$ cat config.mk
export PLATFORM = sky130hd
export DESIGN_NAME = bus_wait_ctrl
export DESIGN_NICKNAME = d
export VERILOG_FILES = /design/src/rtl/bus_wait_ctrl.sv
export SDC_FILE = /design/constraint.sdc
export NUM_CORES = 1
export LEC_CHECK = 0
export CORE_MARGIN = 2
export CORE_UTILIZATION = 42
export CTS_CLUSTER_SIZE = 12
export DETAILED_ROUTE_END_ITERATION = 16
export PLACE_DENSITY = 0.85
export SYNTH_ARGS = -nofsm -noshare
export SYNTH_HDL_FRONTEND = slang
export SYNTH_SLANG_ARGS = --single-unit
$ cat constraint.sdc
create_clock -name clk -period 2.8 [get_ports clk]
set_clock_uncertainty 0.1 [all_clocks]
set_input_delay 0.28 -clock clk [delete_from_list [all_inputs] [get_ports clk]]
set_output_delay 0.28 -clock clk [all_outputs]
set_load 0.01 [all_outputs]
$ cat src/rtl/bus_wait_ctrl.sv
// Bus access sequencer between the CPU memory port and four address regions.
// Latency: ready pulses WAITn+1 edges after the accepted req edge; illegal CS answers after one edge.
// Backpressure: req is only sampled in IDLE (including the ready cycle); req while busy is ignored.
//
// Ports:
//   clk, rst                 clock (rising edge), asynchronous active-high reset
//   req, we, adresse, wdata  CPU request, direction, address and write data
//   CS0..CS3                 one-hot region selects from the address decoder
//   rdata0..rdata3           read data returned by regions 0..3
//   mem_adr, mem_wdata       registered address / write data to the regions
//   mem_we, mem_en           registered write strobe and one-hot region enable
//   rdata, ready, busy, err  registered read data, completion pulse, busy flag, illegal-CS pulse
module bus_wait_ctrl #(
    parameter int DATA_W = 16,
    parameter int WAIT0  = 0,
    parameter int WAIT1  = 1,
    parameter int WAIT2  = 2,
    parameter int WAIT3  = 4,
    parameter int CNT_W  = 4
) (
    input  logic              clk,
    input  logic              rst,
    input  logic              req,
    input  logic              we,
    input  logic [15:0]       adresse,
    input  logic [DATA_W-1:0] wdata,
    input  logic              CS0,
    input  logic              CS1,
    input  logic              CS2,
    input  logic              CS3,
    input  logic [DATA_W-1:0] rdata0,
    input  logic [DATA_W-1:0] rdata1,
    input  logic [DATA_W-1:0] rdata2,
    input  logic [DATA_W-1:0] rdata3,
    output logic [15:0]       mem_adr,
    output logic [DATA_W-1:0] mem_wdata,
    output logic              mem_we,
    output logic [3:0]        mem_en,
    output logic [DATA_W-1:0] rdata,
    output logic              ready,
    output logic              busy,
    output logic              err
);

    localparam logic [0:0] S_IDLE = 1'b0;
    localparam logic [0:0] S_WAIT = 1'b1;

    logic [0:0]        state;
    logic [CNT_W-1:0]  cnt;
    logic [3:0]        cs_vec;
    logic              cs_onehot;
    logic [CNT_W-1:0]  wait_sel;
    logic [DATA_W-1:0] region_data;

    assign cs_vec    = {CS3, CS2, CS1, CS0};
    // Exactly one bit set: non-zero and clearing the lowest set bit leaves nothing.
    assign cs_onehot = (cs_vec != 4'd0) && ((cs_vec & (cs_vec - 4'd1)) == 4'd0);
    assign busy      = (state == S_WAIT);

    always_comb begin
        wait_sel = '0;
        case (cs_vec)
            4'b0001: wait_sel = CNT_W'(WAIT0);
            4'b0010: wait_sel = CNT_W'(WAIT1);
            4'b0100: wait_sel = CNT_W'(WAIT2);
            4'b1000: wait_sel = CNT_W'(WAIT3);
            default: wait_sel = '0;
        endcase
    end

    // Read data is selected by the latched enable so the CS inputs may move mid-access.
    always_comb begin
        region_data = '0;
        case (mem_en)
            4'b0001: region_data = rdata0;
            4'b0010: region_data = rdata1;
            4'b0100: region_data = rdata2;
            4'b1000: region_data = rdata3;
            default: region_data = '0;
        endcase
    end

    always_ff @(posedge clk or posedge rst) begin
        if (rst) begin
            state     <= S_IDLE;
            cnt       <= '0;
            mem_adr   <= '0;
            mem_wdata <= '0;
            mem_we    <= 1'b0;
            mem_en    <= 4'd0;
            rdata     <= '0;
            ready     <= 1'b0;
            err       <= 1'b0;
        end else begin
            ready <= 1'b0;
            err   <= 1'b0;
            case (state)
                S_IDLE: begin
                    if (req) begin
                        mem_adr   <= adresse;
                        mem_wdata <= wdata;
                        mem_we    <= we;
                        if (cs_onehot) begin
                            mem_en <= cs_vec;
                            cnt    <= wait_sel;
                            state  <= S_WAIT;
                        end else begin
                            // No region to talk to: complete at once and flag it.
                            mem_en <= 4'd0;
                            ready  <= 1'b1;
                            err    <= 1'b1;
                            rdata  <= '0;
                        end
                    end
                end
                S_WAIT: begin
                    if (cnt != '0) begin
                        cnt <= cnt - 1'b1;
                    end else begin
                        if (!mem_we) begin
                            rdata <= region_data;
                        end
                        mem_en <= 4'd0;
                        mem_we <= 1'b0;
                        ready  <= 1'b1;
                        state  <= S_IDLE;
                    end
                end
                default: begin
                    state  <= S_IDLE;
                    mem_en <= 4'd0;
                    mem_we <= 1'b0;
                end
            endcase
        end
    end

endmodule

==> metrics, run 1 <==
status completed; drt total wl 8990 um; P_leak 2.10 nW; Worst slew margin 0.575; CTS-repair resized insts 0; Power Density 819 nW/um^2; detailed-route via count 2,956; syn_area_per_cell 9.40 sq um; setup TNS after final layout 0 ns; sum of buffers and inverters on the critical path 1; placed cells 553; synthesis-to-finish area growth 61.7%; grt ovf 0; Seq. cell area 1500 sq um; deepest clock path buffer count 2; number of H-tree branching levels 3; number of antenna violations at the first check in global routing 0; type of the most critical hold path input port to asynchronous set/reset pin; CTS Root Buffer Type clkbuf_8; Crit Path Max Fanout 20; antenna cell count 0; Antenna Nets Post-Route 0; setup fix buffers added after clock tree synthesis 0; Distinct cells, synth 40; width of the die 88.2 um; maximum number of pins on one net before global-route repair 37; number of flops mapped to enable cells by yosys 0; DR DRC count 0; slowest CP cell dfrtp_1; wire length of the first global-routing pass 14,000 um; Via density 5.20; final slew viol count 0; synth top area cells dfrtp_1, nand2_1, a22o_1, a22oi_1, nor2b_1; share of layout cells above drive strength 1 0.0678; series of cell instances along the critical path clkdlybuf4s50_1; count of non-filler cells in the finished layout 568; Worst path max stage delay 0.72 ns; clock-pin slew on the worst setup and hold paths 0.06 ns; RSZ-0062 raised after global routing no; post-synthesis instance total 317; most frequent cell after synthesis nand2_1; DRT Pass-1 Iters 4; Seq/Total Area, Yosys 0.504; Hold-fix buffers, CTS 0; WP data required 2.42 ns; worst setup path category flip-flop to output port; standard-cell rows 30; clock tree from TritonCTS done; maximum clock frequency 480 MHz; largest area contributor in the netlist dfrtp_1; flip-flop and latch count after synthesis 60; y dimension of the die 88.2 um; Die Area 7780 sq um; share of the cycle needed by the critical path after routing 0.745; Mapped Area 2980 sq um; area occupied by multi-input gates 1360 sq um; total number of nets in the final design 573; top post-synthesis cells by count nand2_1, dfrtp_1, clkbuf_1, a22o_1; initial core utilization 0.436; Slew @ Worst Pin 0.636 ns; delay-heaviest family, CP flip-flops; number of I/O port buffers 159; RePlAce Congestion 0.823; worst-skew pair later-pin latency 0.33 ns; Critical Path Sink Type output port; Floorplan Core Area 6830 sq um; asr flop ratio synth 1.00; startpoint type of the worst setup path flip-flop; number of clock sinks seen by CTS 60; vias in the first global route 2,959; iteration-0 DRC count of the detailed router 114; max-cap viol count 0; number of nets produced by synthesis 422; top flip-flop cell by instance count after synthesis dfrtp_1; Inserted Clock Buffers 9; # setup viols final 0; boundary pin count 160; fill cell instance count of the final layout 560; highest ir drop seen on vdd 0.690 mV; DR WL/cell 15.8 um; aggregate global-route resource usage 0.233; post-layout minimum cycle time 2.08 ns; sum of net half-perimeters after detailed placement 6720 um; share of Yosys cell area claimed by the top area cell type 0.504; count of warnings emitted by yosys 0; hold violation count in the final report 0; Arr. time, crit path 1.70 ns
[metal layers]
layer  vias to the layer above  routed length, um  global-route usage
met5                         -                  0                   0
met4                         0                101              0.0923
met3                        11               1120              0.0961
met2                       147               4190               0.382
met1                      1380               3580               0.273
li1                       1418                  -                   -
[layout by cell type (no fill, tap or decap), types with 3 or more instances in the layout]
cell             count
clkdlybuf4s50_1    159
clkbuf_8            10
dfrtp_1             60
inv_1                5
buf_4                3
a22oi_1             14
clkbuf_1             3
a22o_1              16
nor2_1               8
a32o_1               6
a221oi_1             3
a21oi_1             14
o22ai_1              7
nand2_1             99
nor2b_1             12
o2bb2ai_1            9
nand3b_1             6
nor4b_2              3
or2_2                4
[sequential cells by signal, summed over array words and instances (netlist names)]
name / flops
mem_adr: 16
mem_wdata: 16
err: 1
mem_we: 1
ready: 1
rdata: 16
busy: 1
mem_en: 4
cnt: 4
[worst paths after layout]
kind	depth (start not counted)	slack, ns	end	from
min in group clk	3	0.37	mem_adr[6]$_DFFE_PP0P_	adresse[6]
setup reg to reg	6	0.73	rdata[2]$_DFFE_PP0P_	cnt[0]$_DFFE_PP0P_
setup / recovery	1	0.72	mem_en[2]	mem_en[2]$_DFFE_PP0P_
hold / removal	2	0.25	mem_wdata[13]$_DFFE_PP0P_	rst
max in group asynchronous	3	1.76	mem_adr[14]$_DFFE_PP0P_	rst
hold reg to reg	2	0.37	mem_adr[0]$_DFFE_PP0P_	mem_adr[0]$_DFFE_PP0P_
[kinds of logic (layout without fill, tap and decap cells)]
family	count (synthesis)	in the layout	synth area share
AND/OR/NAND/NOR	146	146	0.235
AO/OA/AOI/OAI	78	78	0.206
adder cells (fa/ha/maj)	1	1	0.00420
XOR/XNOR	2	2	0.00588
buffers and inverters	29	184	0.0420
multiplexers	1	1	0.00336
flip-flops	60	60	0.504
[where the power goes]
group / switching, W / internal, W / total, W
Clock: 0.000313 / 0.000430 / 0.000743
Sequential: 0.000248 / 0.00118 / 0.00143
Combinational: 0.000815 / 0.000957 / 0.00177
Total: 0.00138 / 0.00257 / 0.00395
[layout make-up]
| class | count | area share |
|---|---|---|
| Inverter | 6 | 0.00468 |
| Timing Repair Buffer | 163 | 0.339 |
| Sequential cell | 60 | 0.312 |
| Multi-Input combinational cell | 228 | 0.281 |
| Tap cell | 96 | 0.0249 |
| Clock inverter | 2 | 0.00727 |
| Clock buffer | 13 | 0.0309 |
[stage by stage]
| stage | power, W | cell area [sq um] | utilization | setup slack, ns | hold slack [ns] |
|---|---|---|---|---|---|
| floorplan | 0.00228 | 2980 | - | 0.935 | 0.285 |
| global placement | 0.00316 | 4630 | 0.678 | 0.646 | 0.357 |
| detailed placement | 0.00322 | 4630 | 0.678 | 0.549 | 0.361 |
| CTS | 0.00398 | 4820 | 0.705 | 0.695 | 0.265 |
| global route | 0.00422 | 4820 | 0.705 | 0.589 | 0.336 |
| finish | 0.00395 | 4820 | 0.705 | 0.715 | 0.252 |
(Power assumes the default switching activity.)
==> inputs of run 2 (changes only) <==
--- a/config.mk
+++ b/config.mk
@@ -6,10 +6,10 @@
 export NUM_CORES = 1
 export LEC_CHECK = 0
 export CORE_MARGIN = 2
-export CORE_UTILIZATION = 42
+export CORE_UTILIZATION = 36
 export CTS_CLUSTER_SIZE = 12
 export DETAILED_ROUTE_END_ITERATION = 16
-export PLACE_DENSITY = 0.85
+export PLACE_DENSITY = 0.78
 export SYNTH_ARGS = -nofsm -noshare
 export SYNTH_HDL_FRONTEND = slang
 export SYNTH_SLANG_ARGS = --single-unit
==> constraint.sdc (replaced) <==
create_clock -name clk -period 1.72 [get_ports clk]
set_clock_uncertainty 0.1 [all_clocks]
set_input_delay 0.172 -clock clk [delete_from_list [all_inputs] [get_ports clk]]
set_output_delay 0.172 -clock clk [all_outputs]
set_load 0.01 [all_outputs]
==> run 2 against run 1 <==
Compared with the run above: the run now ends with setup timing left; global-route usage is 3.1 points lower; sequential cell count unchanged; critical path type is now flip-flop to flip-flop; critical path depth grew 5; sequential share of layout area down 2.2 points; count of clock-buffer cells in the layout is 2 lower.
==> metrics, run 2 (synthesis results as in run 1) <==
status complete, but fails checks; violations in the final reports setup timing; delay-heaviest family, CP simple AND/OR/NAND/NOR gates; leading cell types in the layout, fill and taps excluded clkdlybuf4s50_1, nand2_1, dfrtp_1, buf_4, a22o_1; highest ir drop seen on vdd 1.01 mV; CTS Root Buffer Type clkbuf_8; Hold-fix buffers, CTS 0; hold violation count in the final report 0; sequential share of power 0.325; Crit. path cell count 6; detailed-route via count 3,038; standard-cell rows 33; worst-skew pair later-pin latency 0.33 ns; vias in the first global route 2,987; deepest clock path buffer count 2; WP data required 1.84 ns; clock tree from TritonCTS done; drt total wl 9260 um; P_leak 2.34 nW; Floorplan Core Area 8130 sq um; Arr. time, crit path 1.84 ns; Power Density 1350 nW/um^2; depth of the worst register-to-register path 6; startpoint type of the worst setup path flip-flop; Worst slew margin 0.672; share of the cycle needed by the critical path after routing 1.00; DRT Pass-1 Iters 4; clock-pin slew on the worst setup and hold paths 0.06 ns; RePlAce Congestion 0.829; net load switching power 0.00235 W; max-cap viol count 0; y dimension of the die 95.0 um; synthesis-to-finish area growth 74.7%; Critical Path Sink Type flip-flop; Crit Path Max Fanout 5; number of antenna violations at the first check in global routing 0; Die Area 9020 sq um; worst setup path category flip-flop to flip-flop; combinational share of power 0.473; slowest CP cell or3b_4; RSZ-0062 raised after global routing yes; most frequent standard cell in the layout excluding fill and tap cells clkdlybuf4s50_1; DR DRC count 0; antenna cell count 0; total number of nets in the final design 607; series of cell instances along the critical path inv_2, ha_4, or3b_4, nor2_2, a21oi_1, o221a_2; Worst path max stage delay 0.43 ns; wire length of the first global-routing pass 14,100 um; Inserted Clock Buffers 9; initial core utilization 0.366; number of H-tree branching levels 3; width of the die 95.0 um; boundary pin count 160; maximum number of pins on one net before global-route repair 33; type of the most critical hold path input port to asynchronous set/reset pin; sum of buffers and inverters on the critical path 1; DR WL/cell 15.2 um; final slew viol count 0; maximum clock frequency 580 MHz; aggregate global-route resource usage 0.202; # setup viols final 1; Power Internal 0.00465 W; sum of net half-perimeters after detailed placement 6940 um; registers with the most flip-flops mem_adr: 16 flops, mem_wdata: 16 flops, rdata: 16 flops; fill cell instance count of the final layout 686; share of layout cells above drive strength 1 0.160; post-layout minimum cycle time 1.72 ns; Antenna Nets Post-Route 0; Via density 4.97; iteration-0 DRC count of the detailed router 62; grt ovf 0; utilization of the core after routing 0.640; switching portion of total power 0.336; number of clock sinks seen by CTS 60; hold_ws 0.0593 ns; clock network fraction of design power 0.202; number of I/O port buffers 159; Slew @ Worst Pin 0.485 ns; Final WS setup -0.00470 ns
==> run 2: path summary, 6_finish.rpt <==
path | start | to | slack, ns
worst max-delay path | cnt[0]$_DFFE_PP0P_ | cnt[1]$_DFFE_PP0P_ | -0.005
worst min-delay path | rst | mem_adr[9]$_DFFE_PP0P_ | 0.06
worst max register to register | cnt[0]$_DFFE_PP0P_ | cnt[1]$_DFFE_PP0P_ | -0.005
worst min register to register | mem_wdata[11]$_DFFE_PP0P_ | mem_wdata[11]$_DFFE_PP0P_ | 0.38
max in group asynchronous | rst | mem_wdata[1]$_DFFE_PP0P_ | 0.93
min in group clk | adresse[12] | mem_adr[12]$_DFFE_PP0P_ | 0.27
==> run 2: what timing repair did <==
item | 4_1_cts | 5_1_grt
endpoints found under the setup margin | 21 | 15
setup buffers | 2 | 8
pin swaps | 1 | 4
gates resized for setup | 11 | 11
==> run 2: area by class of cell <==
| class | instances | area (sq um) | area share |
|---|---|---|---|
| tap | 105 | 131 | 0.0252 |
| clock inverter | 4 | 72.6 | 0.0139 |
| inverter | 6 | 26.3 | 0.00505 |
| sequential | 60 | 1510 | 0.289 |
| timing repair buffer | 197 | 1900 | 0.365 |
| multi-input combinational | 228 | 1420 | 0.272 |
| clock buffer | 11 | 151 | 0.0291 |
==> run 2: through the flow <==
step / total power (W) / std cells / worst slack, ns / TNS [ns] / instance area [sq um]
after floorplan: 0.00374 / 317 / -0.0237 / -0.0237 / 3010
after global placement: 0.00534 / 586 / -0.304 / -4.85 / 4840
after detailed placement: 0.00541 / 586 / -0.373 / -6.29 / 4840
after CTS: 0.00692 / 603 / 0.00308 / 0 / 5110
after global routing: 0.00743 / 611 / -0.0467 / -0.117 / 5200
final: 0.00700 / 611 / -0.00470 / -0.00470 / 5200
==> run 2: worst register-to-register path, cell delays in order, from the launching register on <==
cell     delay, ns
dfrtp_1       0.42
inv_2         0.11
ha_4          0.15
or3b_4        0.43
nor2_2        0.10
a21oi_1       0.04
o221a_2       0.26
==> run 2: power by group through the flow <==
stage               sequential (W)  combinational [W]  clock, W
global placement           0.00227            0.00308         0
global route               0.00234            0.00361   0.00148
floorplan                  0.00246            0.00128         0
finish                     0.00228            0.00331   0.00141
CTS                        0.00228            0.00321   0.00144
detailed placement         0.00228            0.00313         0
==> run 2: per-layer routing <==
metal	wire, um	GRT usage	share of wire
met2	4610	0.353	0.50
met1	3780	0.238	0.41
met5	0	0	0
met3	716	0.0519	0.077
met4	158	0.0749	0.017
